==> src/rtl/digit_serial_pkg.sv <==
// Shared types and elaboration helpers for the digit-serial add/sub block.
// Holds the control state encoding plus the digit-count and counter-width
// helpers used to size the datapath from WIDTH and DIGIT.
package digit_serial_pkg;

  typedef enum logic [1:0] {
    IDLE = 2'd0,
    RUN  = 2'd1,
    DONE = 2'd2
  } state_t;

  // Number of DIGIT-bit slices that make up one WIDTH-bit operand.
  function automatic int num_digits(input int width, input int digit);
    return width / digit;
  endfunction

  // Ceiling log2, never less than 1 so a single-digit build still gets a
  // legal one-bit counter.
  function automatic int clog2(input int n);
    int r;
    r = 0;
    for (int i = 0; i < 32; i++) begin
      if ((1 << i) < n) r = i + 1;
    end
    return (r < 1) ? 1 : r;
  endfunction

endpackage

==> src/rtl/digit_adder.sv <==
// DIGIT-bit ripple-carry adder slice used once per clock by the serial loop.
// Latency: purely combinational, zero cycles.
// Backpressure: none; the parent decides when the result is consumed.
//
// Ports:
//   a, b      DIGIT-bit addends
//   cin       carry into bit 0
//   sum       DIGIT-bit sum
//   cout      carry out of bit DIGIT-1
//   c_msb_in  carry into bit DIGIT-1 (feeds the signed-overflow flag)
module digit_adder #(
  parameter int DIGIT = 4
) (
  input  logic [DIGIT-1:0] a,
  input  logic [DIGIT-1:0] b,
  input  logic             cin,
  output logic [DIGIT-1:0] sum,
  output logic             cout,
  output logic             c_msb_in
);

  logic [DIGIT:0] c;

  assign c[0] = cin;

  for (genvar i = 0; i < DIGIT; i++) begin : g_bit
    assign sum[i]   = a[i] ^ b[i] ^ c[i];
    assign c[i+1]   = (a[i] & b[i]) | (c[i] & (a[i] ^ b[i]));
  end

  assign cout     = c[DIGIT];
  assign c_msb_in = c[DIGIT-1];

endmodule

==> src/rtl/digit_serial_add_sub.sv <==
// Two's-complement add/subtract of WIDTH-bit operands, DIGIT bits per clock.
// Latency: accept at edge T, out_valid high after edge T+WIDTH/DIGIT.
// Backpressure: in_ready only in IDLE; result held in DONE until out_ready.
//
// Ports:
//   clk, rst_n            clock, asynchronous active-low reset
//   in_valid/in_ready     operand handshake (a, b, sub)
//   a, b                  WIDTH-bit operands
//   sub                   0: a+b, 1: a-b
//   out_valid/out_ready   result handshake (sum, cout, v)
//   sum                   WIDTH-bit result
//   cout                  raw carry out of the MSB (subtract: 1 = no borrow)
//   v                     signed overflow
//   busy                  operation in flight or result pending
//
// Build option: define SATURATE_EN to clamp sum to the most positive or
// most negative value on signed overflow; otherwise sum wraps.
module digit_serial_add_sub
  import digit_serial_pkg::*;
#(
  parameter int WIDTH = 16,
  parameter int DIGIT = 4
) (
  input  logic             clk,
  input  logic             rst_n,
  input  logic             in_valid,
  output logic             in_ready,
  input  logic [WIDTH-1:0] a,
  input  logic [WIDTH-1:0] b,
  input  logic             sub,
  output logic             out_valid,
  input  logic             out_ready,
  output logic [WIDTH-1:0] sum,
  output logic             cout,
  output logic             v,
  output logic             busy
);

  localparam int ND = num_digits(WIDTH, DIGIT);
  localparam int CW = clog2(ND);

  state_t state, state_nxt;

  logic [CW-1:0]    cnt;
  logic             carry;
  logic [WIDTH-1:0] a_sh;
  logic [WIDTH-1:0] b_sh;
  logic [WIDTH-1:0] sum_r;
  logic             cout_r;
  logic             v_r;

  logic [DIGIT-1:0] d_sum;
  logic             d_cout;
  logic             d_cmsb;
  logic             last;
  logic             accept;
  logic [WIDTH-1:0] sum_shift;
  logic [WIDTH-1:0] sum_final;

  assign last   = (cnt == CW'(ND - 1));
  assign accept = in_valid && (state == IDLE);

  // Operands are shifted right one digit per cycle, so the active digit is
  // always the bottom slice and no variable part-select is needed.
  digit_adder #(.DIGIT(DIGIT)) u_digit_adder (
    .a        (a_sh[DIGIT-1:0]),
    .b        (b_sh[DIGIT-1:0]),
    .cin      (carry),
    .sum      (d_sum),
    .cout     (d_cout),
    .c_msb_in (d_cmsb)
  );

  // Each new digit enters at the top and earlier digits move down; after
  // ND cycles digit k sits at bits [k*DIGIT +: DIGIT].
  assign sum_shift = (sum_r >> DIGIT) | (WIDTH'(d_sum) << (WIDTH - DIGIT));

`ifdef SATURATE_EN
  localparam logic [WIDTH-1:0] MOST_NEG = WIDTH'(1) << (WIDTH - 1);
  localparam logic [WIDTH-1:0] MOST_POS = ~MOST_NEG;

  // Only meaningful in the final-digit cycle, where d_cout/d_cmsb are the
  // carries around bit WIDTH-1. A set sign bit on the wrapped result means
  // two positives overflowed, so clamp high; a clear one means clamp low.
  always_comb begin
    sum_final = sum_shift;
    if (d_cout ^ d_cmsb) begin
      sum_final = sum_shift[WIDTH-1] ? MOST_POS : MOST_NEG;
    end
  end
`else
  assign sum_final = sum_shift;
`endif

  // State register
  always_ff @(posedge clk or negedge rst_n) begin
    if (!rst_n) state <= IDLE;
    else        state <= state_nxt;
  end

  // Next-state logic
  always_comb begin
    state_nxt = state;
    case (state)
      IDLE:    if (in_valid)  state_nxt = RUN;
      RUN:     if (last)      state_nxt = DONE;
      DONE:    if (out_ready) state_nxt = IDLE;
      default:                state_nxt = IDLE;
    endcase
  end

  // Output decode
  always_comb begin
    in_ready  = 1'b0;
    out_valid = 1'b0;
    busy      = 1'b0;
    case (state)
      IDLE:    in_ready  = 1'b1;
      RUN:     busy      = 1'b1;
      DONE: begin
        out_valid = 1'b1;
        busy      = 1'b1;
      end
      default: in_ready  = 1'b0;
    endcase
  end

  // Datapath
  always_ff @(posedge clk or negedge rst_n) begin
    if (!rst_n) begin
      cnt    <= '0;
      carry  <= 1'b0;
      a_sh   <= '0;
      b_sh   <= '0;
      sum_r  <= '0;
      cout_r <= 1'b0;
      v_r    <= 1'b0;
    end else if (accept) begin
      // Subtract is a + ~b + 1: invert B here and seed the carry with sub.
      a_sh  <= a;
      b_sh  <= b ^ {WIDTH{sub}};
      carry <= sub;
      cnt   <= '0;
    end else if (state == RUN) begin
      a_sh  <= a_sh >> DIGIT;
      b_sh  <= b_sh >> DIGIT;
      carry <= d_cout;
      if (last) begin
        cnt    <= '0;
        sum_r  <= sum_final;
        cout_r <= d_cout;
        v_r    <= d_cout ^ d_cmsb;
      end else begin
        cnt   <= cnt + CW'(1);
        sum_r <= sum_shift;
      end
    end
  end

  assign sum  = sum_r;
  assign cout = cout_r;
  assign v    = v_r;

endmodule
==> config.mk <==
export PLATFORM = sky130hd
export DESIGN_NAME = digit_serial_add_sub
export DESIGN_NICKNAME = d
export VERILOG_FILES = /design/src/rtl/digit_serial_pkg.sv /design/src/rtl/digit_adder.sv /design/src/rtl/digit_serial_add_sub.sv
export SDC_FILE = /design/constraint.sdc
export NUM_CORES = 1
export LEC_CHECK = 0
export CORE_UTILIZATION = 35
export DETAILED_ROUTE_END_ITERATION = 8
export PLACE_DENSITY = 0.62
export SLEW_MARGIN = 25
export SYNTH_ARGS = -nofsm -noshare
export SYNTH_HDL_FRONTEND = slang
export SYNTH_SLANG_ARGS = --single-unit
==> constraint.sdc <==
create_clock -name clk -period 2.2 [get_ports clk]
set_input_delay 0.44 -clock clk [delete_from_list [all_inputs] [get_ports clk]]
set_output_delay 0.44 -clock clk [all_outputs]
set_load 0.005 [all_outputs]
==> results of run 1 <==
-- routing by layer --
layer	up-vias	wire [um]	track usage
met3	10	451	0.02541
met4	0	144	0.06320
met2	88	4576	0.2614
li1	1748	-	-
met5	-	0	0
met1	1716	4870	0.2386
-- worst max path at each step --
stage | startpoint | slack, ns | endpoint
CTS | carry | 0.04 | cout
global route | carry | -0.06 | v
floorplan | carry | 0.08 | v
global placement | carry | 0.04 | v
finish | carry | 0.02 | cout
detailed placement | carry | -0.0007 | cout
-- registers in the layout (all words and copies together), names as in the netlist --
name / count
cnt: 32
a_sh: 16
b_sh: 16
sum: 16
state: 2
carry: 1
cout: 1
v: 1
-- metrics by stage --
stage                 TNS (ns)  instance area [sq um]
finish                       0                   5697
global route           -0.1994                   5697
CTS                          0                   5687
detailed placement  -0.0006799                   5373
global placement             0                   5373
floorplan                    0                   4432
-- worst register-to-register path, stage by stage, from the launching register on --
cell	delay, ns
dfrtp_1	0.41
fa_2	0.39
inv_2	0.06
fa_2	0.18
inv_2	0.04
fa_2	0.39
inv_2	0.07
fa_2	0.20
inv_1	0.06
mux2_2	0.26
-- cell families after synthesis --
logic type	after synthesis	share of synthesized area
fa+ha+maj	8	0.02936
flops	85	0.4800
buf+inv	51	0.04517
compound gates	105	0.1426
mux	44	0.1039
simple gates	138	0.1654
xor+xnor	17	0.03360
-- repair_timing --
action | CTS | global route
buffers inserted | 0 | 0
resized for setup | 3 | 7
pin swaps | 1 | 3
hold buffers | 0 | 0
endpoints found under the setup margin | 2 | 7
-- cell type report --
cell class                 count  area, sq um  share of cell area
multi-input combinational    312         2126              0.3732
timing repair buffer          89        845.8              0.1485
sequential                    85         2127              0.3734
clock inverter                 4        52.55            0.009225
tap                          168        210.2             0.03690
clock buffer                  12        256.5             0.04503
inverter                      21        78.83             0.01384
-- power breakdown --
part	total [mW]	leakage, nW	internal [mW]	switching [mW]
clock	1.57	0.154	0.948	0.617
combinational	3.12	1.25	1.58	1.54
sequential	2.44	1.10	2.08	0.357
-- synthesized netlist by cell type (8+ instances only) --
master,n,share of area
dfrtp_1,85,0.48
nand2_1,58,0.049
o21ai_0,44,0.050
mux2i_1,28,0.063
clkbuf_1,22,0.019
inv_1,21,0.018
a31oi_1,19,0.027
a21oi_1,18,0.020
mux2_2,16,0.041
nor2_1,14,0.012
xor2_1,12,0.024
nand3_1,11,0.012
nand4_1,9,0.013
nand3b_1,8,0.014
nor4_1,8,0.011
==> flow_summary.yaml, run 1 <==
status:
  status: "complete, no violations"
floorplanning:
  rows: 40
  core_area_sq_mm: 0.01216
  die_width_um: 114.5
  initial_core_util: 0.3644
  die_height_um: 114.5
  top_level_ports: 58
  die_area_sq_mm: 0.01312
clocking:
  cts.htree.levels: 3
  cts_tree: "done"
  cts_sinks: 85
  cts_buffer_depth: 2
  clkSlewWorstSetupHoldPaths_ns: 0.07
  clk_latency_ns: 0.33
  cts_root_buffer: "clkbuf_16"
  cts_made_buffers: 9
synth:
  synthArstFlopShare: 1.000
  ys_ff_latch: 85
  syn_area_per_cell_sq_um: 9.892
  ys_types: 44
  synth_nets: 493
  synth_cells: 448
  seq_area_frac_synth: 0.4800
  ys.flop_type: "dfrtp_1"
  yosysWarnings: 0
  netlist_area_sq_mm: 0.004432
  synth-edff-count: 0
setup_path:
  r2r_end: "cout"
  path_class: "reg2reg"
  cp_slowest_cell: "dfrtp_1"
  worstSetupStartpointType: "flip-flop"
  crit_family: "adder cells"
  path_buf_inv: 4
  ff2ff_path_depth: 9
  worst-r2r-setup-slack_ns: 0.02
  cp_data_arrival_time_ns: 2.40
  path_max_fanout: 2
  r2r-start: "carry"
  cpMostUsedCell: "fa_2"
  crit_path_max_incr_delay_ns: 0.41
  end_kind: "flip-flop"
  path_cells: "fa_2 -> inv_2 -> fa_2 -> inv_2 -> fa_2 -> inv_2 -> fa_2 -> inv_1 -> mux2_2"
  cp_num_cells: 9
  cp.required_ns: 2.42
detailed_routing:
  ant_nets: 0
  num_vias: 3562
  drc: 0
  avgRoutedWirePerCell_um: 14.53
  routed_wl_um: 10040
  drt_iter0_drc: 261
  vias_per_cell: 5.155
  firstDrtPassIters: 4
sta:
  timing.final.crit_share: 0.9924
  relSlewSlack: 0.6133
  tightest_slew_ns: 0.5800
  fin_skew_ns: 0.005251
  hold_slack_ns: 0.05420
  setup_viol_count_final: 0
  hold_viol: 0
  fmaxAchievable_ghz: 0.4580
  setup_slack_ns: 0.01672
  slew_violations: 0
  layout_min_cycle_time_ns: 2.183
  rsz0062_at_grt: "yes"
grt:
  grt_overflow: 0
  antenna_found_initial: 0
  grtUsageTotal: 0.1688
  grt_pass1_vias: 3500
  grt_max_degree: 56
  grt_first_pass_wirelength_um: 17530
cells_and_area:
  syn_to_final_growth_pct: 28.54
  num_antenna_cells: 0
  nNetsFinal: 563
  drive_above_1_share: 0.1491
  most-common-layout-cells: "85 x dfrtp_1, 58 x nand2_1, 56 x clkdlybuf4s50_1"
  mostFrequentLayoutCell: "dfrtp_1"
  final_cell_count_no_fill: 691
  nFillCells: 1138
  fin_util: 0.4684
power:
  powerDensity_mw_per_mm2: 1251
  p_leak_nw: 2.502
  vdd_drop_max_mv: 0.4705
  power_mw: 7.127
run:
  maxCapViolations: 0
worst_hold_path:
  min_path_type: "in2async"
placement:
  hpwl_um: 7128
  dp.cells: 675
  pre_cts_ws_ns: -0.0006799
  port_buffers: 57
  gp_congestion: 0.7951
Power figures use the tool's default switching activity.
==> run 2, diff against run 1 <==
- CTS_CLUSTER_SIZE: not set -> 12
==> results of run 2 <==
Same layout as run 1: the final DEF is identical, and so are final timing and power.
